**src/rtl/pwm_pkg.sv**
```systemverilog
// Shared constants for the PWM generator/receiver pair.
// Both ends agree on duty resolution, window length and the stall timeout default.
package pwm_pkg;

    localparam int PWM_WIDTH   = 8;
    localparam int PWM_WIN_LEN = 1 << PWM_WIDTH;
    localparam int PWM_TIMEOUT = 64;

endpackage

```
**src/rtl/pwm_sync.sv**
```systemverilog
// Multi-flop synchroniser for an asynchronous level, with a rising-edge strobe.
// The strobe is one clk cycle wide and derived from the synchronised level.
module pwm_sync #(
    parameter int STAGES = 2
) (
    input  logic clk,
    input  logic rst,
    input  logic d,
    output logic q,
    output logic rise
);

    logic [STAGES-1:0] sync_q;
    logic              prev_q;

    always_ff @(posedge clk) begin
        if (rst) begin
            sync_q <= '0;
            prev_q <= 1'b0;
        end else begin
            sync_q[0] <= d;
            for (int i = 1; i < STAGES; i++) begin
                sync_q[i] <= sync_q[i-1];
            end
            prev_q <= sync_q[STAGES-1];
        end
    end

    assign q    = sync_q[STAGES-1];
    assign rise = sync_q[STAGES-1] & ~prev_q;

endmodule

```
**src/rtl/pwm_in.sv**
```systemverilog
// PWM receiver: counts high samples over a 2^WIDTH-tick window of pwm_clk and reports duty.
// Optional PWM_IN_STABLE_EN: commit a window only when it matches the previous raw window.
module pwm_in
    import pwm_pkg::*;
#(
    parameter int WIDTH       = PWM_WIDTH,
    parameter int SYNC_STAGES = 2,
    parameter int TIMEOUT     = PWM_TIMEOUT
) (
    input  logic             clk,
    input  logic             rst,
    input  logic             pwm_clk,
    input  logic             pwm,
    output logic [WIDTH-1:0] duty,
    output logic             valid,
    output logic             stalled
);

    localparam int              TO_W     = $clog2(TIMEOUT + 1);
    localparam logic [TO_W-1:0] TO_MAX   = TO_W'(TIMEOUT);
    localparam logic [WIDTH-1:0] WIN_LAST = '1;

    logic             tick;
    logic             smp;
    logic             unused_clk_lvl;
    logic             unused_pwm_rise;
    logic [TO_W-1:0]  to_cnt;
    logic [WIDTH-1:0] win_cnt;
    logic [WIDTH:0]   hi_cnt;
    logic [WIDTH:0]   sum;
    logic [WIDTH-1:0] res;
    logic             win_end;
    logic             commit;

    pwm_sync #(.STAGES(SYNC_STAGES)) u_sync_clk (
        .clk  (clk),
        .rst  (rst),
        .d    (pwm_clk),
        .q    (unused_clk_lvl),
        .rise (tick)
    );

    pwm_sync #(.STAGES(SYNC_STAGES)) u_sync_pwm (
        .clk  (clk),
        .rst  (rst),
        .d    (pwm),
        .q    (smp),
        .rise (unused_pwm_rise)
    );

    assign stalled = (to_cnt == TO_MAX);
    assign win_end = tick && (win_cnt == WIN_LAST);
    assign sum     = hi_cnt + (WIDTH+1)'(smp);
    // A constant-high input yields 2^WIDTH samples, which does not fit in duty.
    assign res     = sum[WIDTH] ? '1 : sum[WIDTH-1:0];

`ifdef PWM_IN_STABLE_EN
    logic [WIDTH-1:0] raw_q;

    always_ff @(posedge clk) begin
        if (rst) begin
            raw_q <= '0;
        end else if (win_end) begin
            raw_q <= res;
        end else if (stalled) begin
            raw_q <= '0;
        end
    end

    assign commit = win_end && (res == raw_q);
`else
    assign commit = win_end;
`endif

    always_ff @(posedge clk) begin
        if (rst) begin
            to_cnt  <= '0;
            win_cnt <= '0;
            hi_cnt  <= '0;
        end else if (tick) begin
            to_cnt  <= '0;
            win_cnt <= win_cnt + 1'b1;
            hi_cnt  <= win_end ? '0 : sum;
        end else if (!stalled) begin
            to_cnt  <= to_cnt + 1'b1;
        end else begin
            // Without ticks the partial window is meaningless; restart from scratch.
            win_cnt <= '0;
            hi_cnt  <= '0;
        end
    end

    always_ff @(posedge clk) begin
        if (rst) begin
            duty  <= '0;
            valid <= 1'b0;
        end else begin
            valid <= commit;
            if (commit) begin
                duty <= res;
            end
        end
    end

endmodule

```
**config.mk**
```make
export PLATFORM = sky130hd
export DESIGN_NAME = pwm_in
export DESIGN_NICKNAME = d
export VERILOG_FILES = /design/src/rtl/pwm_pkg.sv /design/src/rtl/pwm_sync.sv /design/src/rtl/pwm_in.sv
export SDC_FILE = /design/constraint.sdc
export NUM_CORES = 1
export LEC_CHECK = 0
export CORE_ASPECT_RATIO = 1.4
export CORE_MARGIN = 4
export CORE_UTILIZATION = 40
export DETAILED_ROUTE_END_ITERATION = 10
export PLACE_DENSITY = 0.71
export SLEW_MARGIN = 20
export SYNTH_ARGS = -nofsm -noshare
export SYNTH_HDL_FRONTEND = slang
export SYNTH_HIERARCHICAL = 1
export SYNTH_SLANG_ARGS = --single-unit
```
**constraint.sdc**
```tcl
create_clock -name clk -period 2.3 [get_ports clk]
set_input_delay 0.575 -clock clk [delete_from_list [all_inputs] [get_ports clk]]
set_output_delay 0.575 -clock clk [all_outputs]
set_load 0.01 [all_outputs]
```
# Word level (Yosys, flattened, before mapping)
# Index checks and enable logic that the tools add are counted.
# W data, S select, Z words.
dict set report totals {
  latchBits 0
  mem_bits_rw 0
  reg_bits 38
  wordCells 24
  mem_count 0
  mem_bits_ro 0
  out_inout_bits 10
}
dict set report op_classes {
  n_reduce_logical 3
  eq_ne 2
  shift 0
  mux 6
  n_addsub 3
  bitwise 2
  n_mul 0
  n_div 0
  magnitude_cmp 0
}
# cell count
set op_table {}
lappend op_table {{$mux W9} 3}
lappend op_table {{$mux W8} 3}
lappend op_table {{$add A9 B1 Y9} 1}
lappend op_table {{$add A8 B1 Y8 const B} 1}
lappend op_table {{$eq A8 B8 Y1 const B} 1}
lappend op_table {{$add A7 B1 Y7 const B} 1}
lappend op_table {{$eq A7 B7 Y1 const B} 1}
lappend op_table {{$reduce_bool A2 Y1} 1}
lappend op_table {{$reduce_or A2 Y1} 1}
lappend op_table {{$and A1 B1 Y1} 1}
lappend op_table {{$logic_and A1 B1 Y1} 1}
lappend op_table {{$not A1 Y1} 1}

# Logic depth before layout (Yosys ltp)
dict set report depth {
  word_depth 5
  depth_mapped 7
}

# Hierarchy
# Netlist, hierarchy kept.
# module area_each_um2 seq_area_each_um2 instances cells_each
set modules_own_cells {}
lappend modules_own_cells {pwm_in 1534.0 660.6 1 169}
lappend modules_own_cells {pwm_sync 87.6 60.1 2 7}

# Worst setup path before layout
# OpenSTA, ideal clock, no wires.
dict set report synth_path {
  kind {register to register}
  start {register u_sync_pwm.sync_q[1]}
  end {register duty[0]}
  path_stages_with_launch 7
  arrival_time_ns 1.505
  setup_ns 0.134
  required_time_ns 2.166
  period_less_slack_ns 1.640
  slack_ns 0.660
  cell_sequence {dfxtp_1 ha_1 ha_1 and2_2 a31o_2 a21oi_4 a211oi_2}
}
dict set report synth_via {
  elab_chain_cells 2
}
# item line
set synth_lines {}
lappend synth_lines {{start, declared} pwm_sync.sv:13} ;# logic [STAGES-1:0] sync_q;
lappend synth_lines {{start signal, assigned by index} pwm_sync.sv:23} ;# sync_q[i] <= sync_q[i-1];
lappend synth_lines {{$add A9 B1 Y9} pwm_in.sv:53} ;# assign sum = hi_cnt + (WIDTH+1)'(smp);
lappend synth_lines {{$mux W8} pwm_in.sv:55} ;# assign res = sum[WIDTH] ? '1 : sum[WIDTH-1:0];
lappend synth_lines {{end signal, assigned} pwm_in.sv:100} ;# duty <= res;
lappend synth_lines {{end, declared} pwm_in.sv:14} ;# output logic [WIDTH-1:0] duty,
# Every way passes these cells.
# A chain may end at the register's enable or synchronous reset.

# Worst setup path in the final report
dict set report layout_path {
  start {register to_cnt[0]}
  end {output stalled}
}
dict set report layout_via {
  elab_chain_cells 1
}
# item line
set layout_lines {}
lappend layout_lines {{start, declared} pwm_in.sv:27} ;# logic [TO_W-1:0] to_cnt;
lappend layout_lines {{start signal, assigned} pwm_in.sv:85} ;# to_cnt <= to_cnt + 1'b1;
lappend layout_lines {{$eq A7 B7 Y1} pwm_in.sv:51} ;# assign stalled = (to_cnt == TO_MAX);
lappend layout_lines {{end, declared} pwm_in.sv:16} ;# output logic stalled
# Every way passes these cells.

==> results.md <==
* Routed Antenna Nets at 0
* Initial antenna violation count at 0
* Clk_lat worst skew at about 0.29 ns
* Via-per-instance ratio at 5.30
* Worst IR Drop VDD at ~0.36 mV
* Total GRT Usage at 13.3%
* R2R depth at 6
* Placer Congestion at between 0.7 and 0.8
* Nets at between 200 and 250
* Worst Hold Path EP: u_sync_pwm/sync_q[1]
* Pwr/cell area at 618 nW/um^2
* CP bufs+invs at 3
* Hold path start: u_sync_pwm/sync_q[0]
* Post-route clock period utilization at 85.0%
* H-tree levels at 2
* Fillers at between 300 and 400
* Final hold violation count at 0
* Root Buffer: clkbuf_8
* Core ar. at ~4000 sq um
* Vias in the first global route at 1268
* Detail Placement HPWL at 2300 um
* Clk sink count at 38
* GR Util met1 at 14.7%
* Worst setup SP type: flip-flop
* Via count at 1288
* Share of cells above drive strength 1 at 11.5%
* Gr ovfl total at 0
* Setup crit end kind: output pin
* I/O Buffers at 13
* Hold depth at 1
* Largest net degree at the start of global routing at 13
* Tightest Pin Transition at 0.327 ns
* Synthesized instance count at 180
* Ant. Diodes at 0
* Starting utilization of the core area at 42.0%
* Die extent in y at 84.5 um
* Placed Cells at 235
* Rel. slew slack at 78.1%
* Syn nets at 189
* CTS tree: done
* WL per Instance at 13.0 um
* Final Max Tran Viols at 0
* Full die area at 5300 sq um
* Critical path peak fanout at 4
* CP max stage cell: dfxtp_1
* Post-cts hold buffer count at 0
* Max Cap Violations at 0
* Longest Clk Path Bufs at 2
* CTS Buf Count at 5
* Fmax at 0.512 GHz
* Status: completed
* R2r startpoint: hi_cnt[0]
* Final setup fails at 0
* Row count at 27
* Tmin final at slightly below 2 ns
* Worst EP arrival at between 1 and 1.5 ns
* First DRT Iteration DRCs at 38
* Syn-to-layout area delta at 16.1%
* Worst path top cell family by delay: flip-flops
* RSZ-0062 raised after global routing: false
* R2R Setup Slk at approximately 0.5 ns
* First-pass GRT wire length at 5550 um
* Setup bufs post-CTS at 0
* Mean area per synthesized cell at 9.30 sq um
* FF-to-FF End: duty[1]
* Crit Path Class: reg2out
* Leakage at roughly 0.00074 uW
* Clock Skew at 0.00453 ns
* Met2 usage at ~23%
* Layout Cells excl Fill at 243
* Chip width at 62.7 um
* Hold WC Path Type: reg2reg
* Ys Warns at 6
* Data required, critical path at approximately 1.7 ns
* Most frequent CP cell: inv_1
* Pre-Repair DR Iteration Count at 4
* Total Wirelength at approximately 3200 um
* Boundary Pins at 14
* Setup WS post-layout at 0.345 ns
* Busiest grt layer: met2
* Clk slew on worst S/H paths at ~0.070 ns
* Total power at about 1200 uW
* Setup_tns at 0 ns
* CP cell instances: inv_1 > ha_1 > nor2b_2 > nand2_1 > inv_1 > dlymetal6s2s_1
* Synth Cell Area at 1670 sq um
* CP max stage delay at 0.41 ns
* Setup slack at placement at 0.187 ns
* Residual DRC count at 0
* Met3 Use GR at between 3 and 4%
## metal layers
metal | wire length, um | share of wire (%)
met1 | 1440 | 46
met4 | 70 | 2.2
met5 | 0 | 0
met2 | 1540 | 49
met3 | 100 | 3.2
## worst reg2reg max path, stage by stage, from the launching register on
cell and delay [ns]:
dfxtp_1 0.32, ha_1 0.22, ha_1 0.24, and2_2 0.25, a31o_2 0.27, a21oi_4 0.27
a211oi_2 0.12
## registers in the layout, summed over array words and instances (netlist names)
signal / cells
to_cnt: 7
duty: 8
valid: 1
win_cnt: 8
u_sync_pwm/sync_q: 2
u_sync_clk/prev_q: 1
hi_cnt: 9
u_sync_clk/sync_q: 2
## where the power goes
part | internal, uW | total [uW] | switching [uW] | leakage [uW]
logic | 24.5 | 55.0 | 30.5 | 0.000386
registers | 667 | 675 | 7.62 | 0.000308
clock network | 242 | 471 | 229 | 0.0000482
total | 933 | 1200 | 267 | 0.000742
## per-stage QoR
step	instance area, sq um	util, %	hold slack (ns)
3_5_place_dp	1850	46.3	0.428
4_1_cts	1940	48.7	0.445
2_1_floorplan	1670	-	0.414
5_1_grt	1940	48.7	0.469
6_report	1940	48.7	0.444
3_3_place_gp	1850	46.3	0.427
## final cells by class
type	count	area, sq um	share of cell area (%)
repair buffers	17	163	8.37
multi-input cells	129	845	43.5
flip-flops and latches	38	761	39.2
inverters	8	30.0	1.55
clock buffers	7	86.3	4.44
well taps	43	53.8	2.77
clock inverters	1	5.00	0.258
## what timing repair did
action / CTS / global route
setup endpoints to repair: 1 / 1
gates resized for setup: 1 / 1
cloned: 0 / 0
## cell usage in the layout (no fill, tap or decap), drive strengths merged
cell type      instances
clkdlybuf4s50         12
a21oi                 12
nand3                  7
nor2                  15
a41oi                  1
nor2b                  7
nand4                  2
and4                   3
buf                    4
clkbuf                 7
a21boi                 1
clkinv                 1
a31o                   1
o21ai                 20
nor4b                  1
nor3                   4
a31oi                  5
o31ai                  1
dfxtp                 38
nand3b                 1
mux2i                  2
o2111ai                1
a211oi                 2
nand2b                 3
xor2                   5
and2                   1
ha                     5
xnor2                  8
and3                   4
a22o                   1
inv                    8
and2b                  1
nand2                 15
dlymetal6s2s           1
## worst max path at each step
stage | slack [ns] | from | to | cells past startpoint
floorplan | 0.68 | u_sync_pwm/sync_q[1] | duty[0] | 6
global placement | 0.24 | rst | hi_cnt[0] | 5
detailed placement | 0.19 | rst | hi_cnt[4] | 5
CTS | 0.006 | to_cnt[0] | stalled | 6
global route | 0.22 | to_cnt[0] | stalled | 6
finish | 0.35 | to_cnt[0] | stalled | 6
Power figures use the tool's default switching activity.
